--- src/rtl/ldm_stm_sequencer.sv ---
// LDM/STM block-transfer sequencer: walks a 16-bit register list one register per
// cycle between the register file and data memory, with optional base writeback.
module ldm_stm_sequencer #(
  parameter int DATA_W     = 32,
  parameter int WORD_BYTES = 4
) (
  input  logic              clk,
  input  logic              rst_n,
  input  logic              start,
  input  logic              is_load,
  input  logic              pre,
  input  logic              up,
  input  logic              wback,
  input  logic [3:0]        base_reg,
  input  logic [15:0]       reg_list,
  input  logic [DATA_W-1:0] base_val,
  input  logic [DATA_W-1:0] rf_rdata,
  input  logic [DATA_W-1:0] mem_rdata,
  output logic              busy,
  output logic              done,
  output logic [3:0]        rf_raddr,
  output logic [3:0]        rf_waddr,
  output logic              rf_we,
  output logic [DATA_W-1:0] rf_wdata,
  output logic [DATA_W-1:0] mem_addr,
  output logic              mem_re,
  output logic              mem_we,
  output logic [DATA_W-1:0] mem_wdata
);

  typedef enum logic [1:0] {IDLE, XFER, WB, DONE} state_t;

  localparam logic [DATA_W-1:0] STEP = DATA_W'(WORD_BYTES);

  state_t            state, state_next;
  logic              lat_load;
  logic [3:0]        lat_base;
  logic [15:0]       list_rem;
  logic [DATA_W-1:0] addr;
  logic [DATA_W-1:0] wb_val;
  logic              wb_en;

  logic [4:0]        n;
  logic [DATA_W-1:0] span;
  logic [DATA_W-1:0] start_addr;
  logic [3:0]        cur_idx;
  logic              last;

  always_comb begin
    n = 5'd0;
    for (int i = 0; i < 16; i++) n = n + 5'(reg_list[i]);
    span = DATA_W'(n) * STEP;
    case ({pre, up})
      2'b01:   start_addr = base_val;
      2'b11:   start_addr = base_val + STEP;
      2'b00:   start_addr = base_val - span + STEP;
      default: start_addr = base_val - span;
    endcase
  end

  // Lowest set bit wins, so loop downward and let the last hit stick.
  always_comb begin
    cur_idx = 4'd0;
    for (int i = 15; i >= 0; i--) begin
      if (list_rem[i]) cur_idx = 4'(i);
    end
    last = (list_rem & (list_rem - 16'd1)) == 16'd0;
  end

  always_ff @(posedge clk or negedge rst_n) begin
    if (!rst_n) begin
      state    <= IDLE;
      lat_load <= 1'b0;
      lat_base <= 4'd0;
      list_rem <= 16'd0;
      addr     <= '0;
      wb_val   <= '0;
      wb_en    <= 1'b0;
    end else begin
      state <= state_next;
      case (state)
        IDLE: begin
          if (start) begin
            lat_load <= is_load;
            lat_base <= base_reg;
            list_rem <= reg_list;
            addr     <= start_addr;
            // A loaded base overrides writeback.
            wb_en    <= wback & ~(is_load & reg_list[base_reg]);
            wb_val   <= up ? (base_val + span) : (base_val - span);
          end
        end
        XFER: begin
          list_rem <= list_rem & (list_rem - 16'd1);
          addr     <= addr + STEP;
        end
        default: ;
      endcase
    end
  end

  always_comb begin
    state_next = state;
    busy       = 1'b0;
    done       = 1'b0;
    rf_raddr   = 4'd0;
    rf_waddr   = 4'd0;
    rf_we      = 1'b0;
    rf_wdata   = '0;
    mem_addr   = '0;
    mem_re     = 1'b0;
    mem_we     = 1'b0;
    mem_wdata  = '0;
    case (state)
      IDLE: begin
        if (start) state_next = (n != 5'd0) ? XFER : DONE;
      end
      XFER: begin
        busy     = 1'b1;
        mem_addr = addr;
        if (lat_load) begin
          mem_re   = 1'b1;
          rf_waddr = cur_idx;
          rf_we    = 1'b1;
          rf_wdata = mem_rdata;
        end else begin
          mem_we    = 1'b1;
          rf_raddr  = cur_idx;
          mem_wdata = rf_rdata;
        end
        if (last) state_next = wb_en ? WB : DONE;
      end
      WB: begin
        busy       = 1'b1;
        rf_waddr   = lat_base;
        rf_we      = 1'b1;
        rf_wdata   = wb_val;
        state_next = DONE;
      end
      DONE: begin
        busy       = 1'b1;
        done       = 1'b1;
        state_next = IDLE;
      end
      default: state_next = IDLE;
    endcase
  end

endmodule

--- config.mk ---
export PLATFORM = sky130hd
export DESIGN_NAME = ldm_stm_sequencer
export DESIGN_NICKNAME = d
export VERILOG_FILES = /design/src/rtl/ldm_stm_sequencer.sv
export SDC_FILE = /design/constraint.sdc
export NUM_CORES = 1
export LEC_CHECK = 0
export CAP_MARGIN = 20
export CELL_PAD_IN_SITES_DETAIL_PLACEMENT = 2
export CELL_PAD_IN_SITES_GLOBAL_PLACEMENT = 2
export CORE_UTILIZATION = 31
export CTS_BUF_LIST = sky130_fd_sc_hd__clkbuf_8
export CTS_CLUSTER_DIAMETER = 80
export DETAILED_ROUTE_END_ITERATION = 10
export GPL_TIMING_DRIVEN = 0
export PLACE_DENSITY_LB_ADDON = 0.12
export SLEW_MARGIN = 20
export SYNTH_ARGS = -nofsm -noshare
export SYNTH_HDL_FRONTEND = slang
export SYNTH_SLANG_ARGS = --single-unit
--- constraint.sdc ---
create_clock -name clk -period 5.25 [get_ports clk]
set_input_delay 1.05 -clock clk [delete_from_list [all_inputs] [get_ports clk]]
set_output_delay 1.05 -clock clk [all_outputs]
set_load 0.02 [all_outputs]
==> results.sh, run 1 <==
export IMPL_fin_worst_hold_slack_ns=0.485
export IMPL_timing_worst_slew_pin_value_ns=1.62
export IMPL_type_of_element_launching_the_critical_path="input pin"
export IMPL_post_route_cells_drive_above_1_share=0.239
export IMPL_number_of_nets_in_the_layout=1810
export IMPL_relSlewSlack=-0.0870
export IMPL_placed_cell_area_mm2=0.0128
export IMPL_cts_buffers_inserted=9
export IMPL_die_h_um=180
export IMPL_finalWirelength_um=63700
export IMPL_grt_pass1_vias=13100
export IMPL_period_needed_ns=7.07
export IMPL_max_cap_violations=1
export IMPL_h_tree_depth=3
export IMPL_portBuffers=215
export IMPL_total_leakage_power_nw=5.62
export IMPL_crit_reg2reg_launch="state[0]"
export IMPL_grt_start_max_net_pins=55
export IMPL_coreArea_mm2=0.0308
export IMPL_regArea_mm2=0.00220
export IMPL_routed_via_count=12900
export IMPL_cp_arrival_ns=7.34
export IMPL_fin_crit_sh=1.35
export IMPL_failing_checks="DRC, capacitance limit, slew limit, setup timing"
export IMPL_setup_reg_to_reg_worst_slack_ns=2.07
export IMPL_num_fill_cells=3336
export IMPL_synthesis_warning_total=0
export IMPL_seq_area_frac_synth=0.225
export IMPL_rsz0062_at_grt="true"
export IMPL_clockRootBuffer="sky130_fd_sc_hd__clkbuf_8"
export IMPL_detail_route_first_pass_iterations=9
export IMPL_maxClockFrequency_ghz=0.142
export IMPL_cts_root_to_sink_buffers=2
export IMPL_worstHoldPathType="register to register"
export IMPL_setup_worst_path_end_class="register"
export IMPL_finalWeightedCongestion=0.925
export IMPL_synth_seq_cells=88
export IMPL_synthArstFlopShare=1.00
export IMPL_synthTopCellsByArea="sky130_fd_sc_hd__dfrtp_1 22%, sky130_fd_sc_hd__o21ai_0 6.0%, sky130_fd_sc_hd__a21oi_1 4.5%, sky130_fd_sc_hd__nand2_1 4.3%, sky130_fd_sc_hd__and2_1 4.2%"
export IMPL_post_synth_top_area_cell="sky130_fd_sc_hd__dfrtp_1"
export IMPL_worstHoldStart="addr[1]"
export IMPL_fin_cells=2050
export IMPL_clk_pin_slew_ns=0.12
export IMPL_most_used_flip_flop_cell_after_synthesis="sky130_fd_sc_hd__dfrtp_1"
export IMPL_place_ws_ns=-2.98
export IMPL_utilization=0.495
export IMPL_antenna_diode_count=0
export IMPL_run_status="complete, but fails checks"
export IMPL_global_route_wire_length_before_repair_um=86100
export IMPL_core_rowCount=64
export IMPL_timing_worst_setup_path_type="input pin to register"
export IMPL_clkLatencyLatePin_ns=0.40
export IMPL_netlist_area_leader_share=0.225
export IMPL_drv_slew=6
export IMPL_cts_tree="built"
export IMPL_timing_final_hold_violations=0
export IMPL_initial_utilization=0.318
export IMPL_critical_path_required_ns=5.52
export IMPL_netlist_cell_type_count=78
export IMPL_worstSetupStartpoint="reg_list[15]"
export IMPL_postLayoutSetupSlackWorst_ns=-1.82
export IMPL_dp_hpwl_um=42400
export IMPL_avgSynthCellArea_um2=7.34
export IMPL_dieArea_mm2=0.0323
export IMPL_area_growth_synth_to_final_pct=55.9
export IMPL_die_width_um=180
export IMPL_post_synth_most_frequent_cells="117 x sky130_fd_sc_hd__o21ai_0, 113 x sky130_fd_sc_hd__nand2_1, 110 x sky130_fd_sc_hd__nor2_1, 93 x sky130_fd_sc_hd__clkbuf_1"
export IMPL_cell_count_after_synthesis=1335
export IMPL_number_of_top_level_pins=232
export IMPL_viasPerCell=6.28
export IMPL_synth_most_common_cell="sky130_fd_sc_hd__o21ai_0"
export IMPL_first_iter_violations=1019
export IMPL_multi_input_comb_area_mm2=0.00866
export IMPL_setup_violations=56
export IMPL_dpl_cell_count=1948
export IMPL_clkSinkCount=88
export IMPL_critical_path_max_fanout=6
export IMPL_route_detailed_drc=33
export IMPL_synthesis_area_mm2=0.00979
export IMPL_grt_remaining_overflow=0
export IMPL_vdd_ir_drop_max_uv=585
export IMPL_antenna_found_initial=3
export IMPL_wl_per_cell_um=31.1
export IMPL_antenna_left=0
export IMPL_net_count_of_the_mapped_netlist=1496
export IMPL_synth_edff_count=0
export IMPL_fin_worst_skew_ns=0.0159
export IMPL_groute_usage_overall=0.352
export IMPL_postLayoutCellArea_mm2=0.0153
export IMPL_power_per_cell_area_mw_per_mm2=568
## routing by layer
metal / vias to the layer above / wire length, um / track usage
met5: - / 9 / 0
met4: 2 / 3590 / 0.151
met3: 196 / 3740 / 0.0361
met2: 686 / 31400 / 0.630
met1: 6555 / 24900 / 0.428
li1: 5434 / - / -
## cell families (layout without fill, tap and decap cells)
kind of cell / count (synthesis) / count (layout) / share of synthesized area
adder cells (fa/ha/maj): 42 / 42 / 0.0618
AO/OA/AOI/OAI: 397 / 397 / 0.257
XOR/XNOR: 82 / 82 / 0.0733
AND/OR/NAND/NOR: 523 / 523 / 0.276
buffers and inverters: 173 / 492 / 0.0682
multiplexers: 30 / 30 / 0.0386
flip-flops: 88 / 88 / 0.225
## final cells by class
| cell class | count | area share |
|---|---|---|
| buffer | 102 | 0.0270 |
| clock buffer | 9 | 0.00811 |
| clock inverter | 7 | 0.00402 |
| inverter | 67 | 0.0176 |
| multi-input combinational | 1074 | 0.567 |
| sequential | 88 | 0.144 |
| tap | 396 | 0.0325 |
| timing repair buffer | 307 | 0.199 |
## layout by cell type, fill, tap and decap left out, types with 37 or more instances in the layout
| cell type | synthesis | routed |
|---|---|---|
| sky130_fd_sc_hd__inv_1 | 65 | 47 |
| sky130_fd_sc_hd__and2_1 | 66 | 66 |
| sky130_fd_sc_hd__a21oi_1 | 88 | 70 |
| sky130_fd_sc_hd__clkdlybuf4s50_1 | 0 | 202 |
| sky130_fd_sc_hd__nor2_1 | 110 | 93 |
| sky130_fd_sc_hd__dfrtp_1 | 88 | 88 |
| sky130_fd_sc_hd__nand3_1 | 64 | 51 |
| sky130_fd_sc_hd__nand2_1 | 113 | 105 |
| sky130_fd_sc_hd__clkbuf_1 | 93 | 88 |
| sky130_fd_sc_hd__buf_4 | 0 | 60 |
| sky130_fd_sc_hd__o21ai_1 | 2 | 38 |
| sky130_fd_sc_hd__a22oi_1 | 39 | 37 |
| sky130_fd_sc_hd__o21ai_0 | 117 | 67 |
## registers in the layout, indices dropped and copies added (netlist names)
signal / count
addr: 32
wb_val: 32
list_rem: 16
lat_base: 4
state: 2
lat_load: 1
wb_en: 1
## final timing paths
kind,endpoint,depth (start not counted)
worst min register to register,addr[1],2
worst max-delay path,addr[31],25
worst min-delay path,addr[1],2
min in group asynchronous,wb_val[3],1
max in group asynchronous,list_rem[6],2
worst max register to register,lat_base[0],6
## repair_timing
item,CTS,global route
setup endpoints to repair,59,58
gates cloned,1,0
pin swaps,74,111
hold buffers,0,0
buffers inserted,57,50
gates resized for setup,212,190
## power by group
group	total, mW	switching, mW	internal [mW]
combinational	6.82	4.10	2.72
clock	0.486	0.304	0.182
sequential	1.37	0.366	1.00
## critical path, cell delays in order
cell and delay (ns):
sky130_fd_sc_hd__buf_2 0.10, sky130_fd_sc_hd__inv_2 0.05, sky130_fd_sc_hd__fa_1 0.54, sky130_fd_sc_hd__fa_1 0.45, sky130_fd_sc_hd__fa_2 0.57, sky130_fd_sc_hd__fa_2 0.46, sky130_fd_sc_hd__inv_2 0.08, sky130_fd_sc_hd__ha_4 0.14
sky130_fd_sc_hd__inv_4 0.03, sky130_fd_sc_hd__fa_2 0.63, sky130_fd_sc_hd__buf_6 0.13, sky130_fd_sc_hd__ha_4 0.19, sky130_fd_sc_hd__nor2b_4 0.15, sky130_fd_sc_hd__buf_6 0.12, sky130_fd_sc_hd__o311a_4 0.34, sky130_fd_sc_hd__buf_6 0.14
sky130_fd_sc_hd__nor3_1 0.32, sky130_fd_sc_hd__xnor2_1 0.26, sky130_fd_sc_hd__nor3_4 0.43, sky130_fd_sc_hd__nand4_1 0.19, sky130_fd_sc_hd__buf_6 0.20, sky130_fd_sc_hd__buf_4 0.15, sky130_fd_sc_hd__nor4_4 0.37, sky130_fd_sc_hd__a21o_1 0.17
sky130_fd_sc_hd__nand3_1 0.06
## stage by stage
stage | total power [mW] | setup TNS [ns]
floorplan | 4.34 | -37.97
global placement | 6.33 | -149.55
detailed placement | 6.53 | -127.65
CTS | 7.79 | -56.62
global route | 9.07 | -69.82
finish | 8.67 | -64.09
Power figures use the tool's default switching activity.
==> run 2: changes to the inputs <==
--- a/config.mk
+++ b/config.mk
@@ -8,6 +8,7 @@
 export CAP_MARGIN = 20
 export CELL_PAD_IN_SITES_DETAIL_PLACEMENT = 2
 export CELL_PAD_IN_SITES_GLOBAL_PLACEMENT = 2
+export CORE_ASPECT_RATIO = 2
 export CORE_UTILIZATION = 31
 export CTS_BUF_LIST = sky130_fd_sc_hd__clkbuf_8
 export CTS_CLUSTER_DIAMETER = 80
==> run 2 against run 1 <==
Effect of this change: critical endpoint is now addr[24]; critical path depth is 2 higher; highest routed layer is now met4; register-to-register slack lost 0.13 ns; largest cell class unchanged; clock power rose by 3%; worst hold slack better by 0.013 ns; critical path type unchanged; the run ends with setup timing left; largest power group unchanged; clock skew decreased by 0.0020 ns.
==> results.sh, run 2 (synthesis gave the netlist of run 1 again) <==
export IMPL_run_status="complete, but fails checks"
export IMPL_failing_checks="setup timing"
export IMPL_p_clk_frac=0.058
export IMPL_routed_via_count=12700
export IMPL_number_of_nets_in_the_layout=1821
export IMPL_cpLargestDelayFamily="adder cells"
export IMPL_cp_arrival_ns=7.21
export IMPL_clockRootBuffer="sky130_fd_sc_hd__clkbuf_8"
export IMPL_biggestRegsByFlops="addr: 32 flops, wb_val: 32 flops, list_rem: 16 flops"
export IMPL_drv_slew=0
export IMPL_number_of_top_level_pins=232
export IMPL_coreArea_mm2=0.0310
export IMPL_post_route_cells_drive_above_1_share=0.239
export IMPL_antenna_left=0
export IMPL_maxClockFrequency_ghz=0.144
export IMPL_initial_utilization=0.316
export IMPL_die_h_um=253
export IMPL_die_width_um=128
export IMPL_switching_share=0.552
export IMPL_type_of_element_launching_the_critical_path="input pin"
export IMPL_most_common_layout_cells="204 x sky130_fd_sc_hd__clkdlybuf4s50_1, 106 x sky130_fd_sc_hd__nand2_1, 96 x sky130_fd_sc_hd__nor2_1, 88 x sky130_fd_sc_hd__clkbuf_1, 88 x sky130_fd_sc_hd__dfrtp_1"
export IMPL_postLayoutSetupSlackWorst_ns=-1.68
export IMPL_cts_buffers_inserted=9
export IMPL_power_share_sequential=0.161
export IMPL_timing_worst_setup_path_type="input pin to register"
export IMPL_detail_route_first_pass_iterations=5
export IMPL_area_growth_synth_to_final_pct=56.0
export IMPL_net_switching_power_mw=4.75
export IMPL_max_cap_violations=0
export IMPL_vdd_ir_drop_max_uv=442
export IMPL_fin_worst_skew_ns=0.0139
export IMPL_global_route_wire_length_before_repair_um=83300
export IMPL_relSlewSlack=0.133
export IMPL_cp_num_buf_inv=9
export IMPL_h_tree_depth=3
export IMPL_fin_crit_sh=1.32
export IMPL_setup_violations=56
export IMPL_portBuffers=215
export IMPL_cts_tree="built"
export IMPL_timing_critical_path_slowest_stage_cell="sky130_fd_sc_hd__fa_1"
export IMPL_internal_power_mw=3.86
export IMPL_finalWirelength_um=62900
export IMPL_first_iter_violations=532
export IMPL_period_needed_ns=6.93
export IMPL_dp_hpwl_um=43700
export IMPL_clkSinkCount=88
export IMPL_cts_root_to_sink_buffers=2
export IMPL_route_detailed_drc=0
export IMPL_timing_worst_slew_pin_value_ns=1.30
export IMPL_overall_power_mw=8.61
export IMPL_grt_remaining_overflow=0
export IMPL_setup_worst_path_end_class="register"
export IMPL_viasPerCell=6.12
export IMPL_utilization=0.493
export IMPL_total_leakage_power_nw=5.68
export IMPL_finalWeightedCongestion=0.931
export IMPL_wl_per_cell_um=30.2
export IMPL_clkLatencyLatePin_ns=0.41
export IMPL_commonest_non_fill_non_tap_cell_in_the_layout="sky130_fd_sc_hd__clkdlybuf4s50_1"
export IMPL_worstHoldPathType="register to register"
export IMPL_critical_path_max_stage_delay_ns=0.58
export IMPL_power_per_cell_area_mw_per_mm2=563
export IMPL_core_rowCount=91
export IMPL_groute_usage_overall=0.347
export IMPL_cts_hold_buffers_added=0
export IMPL_fin_worst_hold_slack_ns=0.499
export IMPL_critical_path_max_fanout=5
export IMPL_antenna_diode_count=0
export IMPL_grt_start_max_net_pins=62
export IMPL_clk_pin_slew_ns=0.09
export IMPL_num_fill_cells=3401
export IMPL_critical_path_required_ns=5.53
export IMPL_comb_pwr_share=0.780
export IMPL_antenna_found_initial=0
export IMPL_timing_final_hold_violations=0
export IMPL_dieArea_mm2=0.0324
export IMPL_grt_pass1_vias=13600
export IMPL_rsz0062_at_grt="true"
-- run 2: changes by cell type in the layout (fill, tap and decap cells not counted), moves of 6 or more --
cell,delta
sky130_fd_sc_hd__nand3_2,+7
sky130_fd_sc_hd__buf_4,+9
sky130_fd_sc_hd__buf_6,+6
sky130_fd_sc_hd__buf_12,-6
-- run 2: worst paths after layout --
kind,start,end,slack [ns],cells after the start
max in group asynchronous,rst_n,addr[29],4.09,2
min in group asynchronous,rst_n,list_rem[14],0.51,1
max reg2reg,state[0],addr[12],1.94,7
min reg2reg,addr[0],addr[0],0.50,2
min,addr[0],addr[0],0.50,2
max,reg_list[5],addr[24],-1.68,27
-- run 2: metrics by stage --
stage	worst slack [ns]	cell area [um2]	TNS, ns	cells
5_1_grt	-1.82	15300	-64.83	2082
3_3_place_gp	-2.86	12700	-152.39	1968
4_1_cts	-1.60	14100	-52.32	2044
3_5_place_dp	-3.04	12800	-125.56	1970
6_report	-1.68	15300	-58.47	2082
2_1_floorplan	-1.40	10100	-37.97	1335
-- run 2: final cells by class --
class	count	area, um2	share of cell area
multi-input combinational	1074	8600	0.563
timing repair buffer	317	3070	0.201
sequential	88	2200	0.144
tap	418	523	0.0342
buffer	103	422	0.0276
inverter	67	267	0.0174
clock buffer	10	138	0.00901
clock inverter	5	50.0	0.00328
-- run 2: power by group through the flow --
stage | Combinational [mW] | Sequential (mW) | Clock (mW)
after floorplan | 3.12 | 1.22 | 0
after global placement | 4.97 | 1.35 | 0
after detailed placement | 5.18 | 1.38 | 0
after CTS | 5.79 | 1.37 | 0.504
after global routing | 7.03 | 1.43 | 0.520
final | 6.71 | 1.39 | 0.503
-- run 2: worst min-delay path: cells and delay by family (launching register included) --
kind,cells,cell delay [ns]
flip-flops,1,0.36
AND/OR/NAND/NOR,1,0.05
AO/OA/AOI/OAI,1,0.06
-- run 2: repair_timing --
action / CTS / global route
pin swaps: 87 / 108
setup endpoints to repair: 59 / 57
gates resized for setup: 205 / 186
buffers inserted: 61 / 42
-- run 2: routing by layer --
layer  GRT usage  wire length (um)  vias to the layer above
li1            -                 -                     5446
met1       0.329             21000                     6448
met2       0.683             33400                      556
met3      0.0376              2870                      283
met4       0.236              5620                        0
met5           0                 0                        -
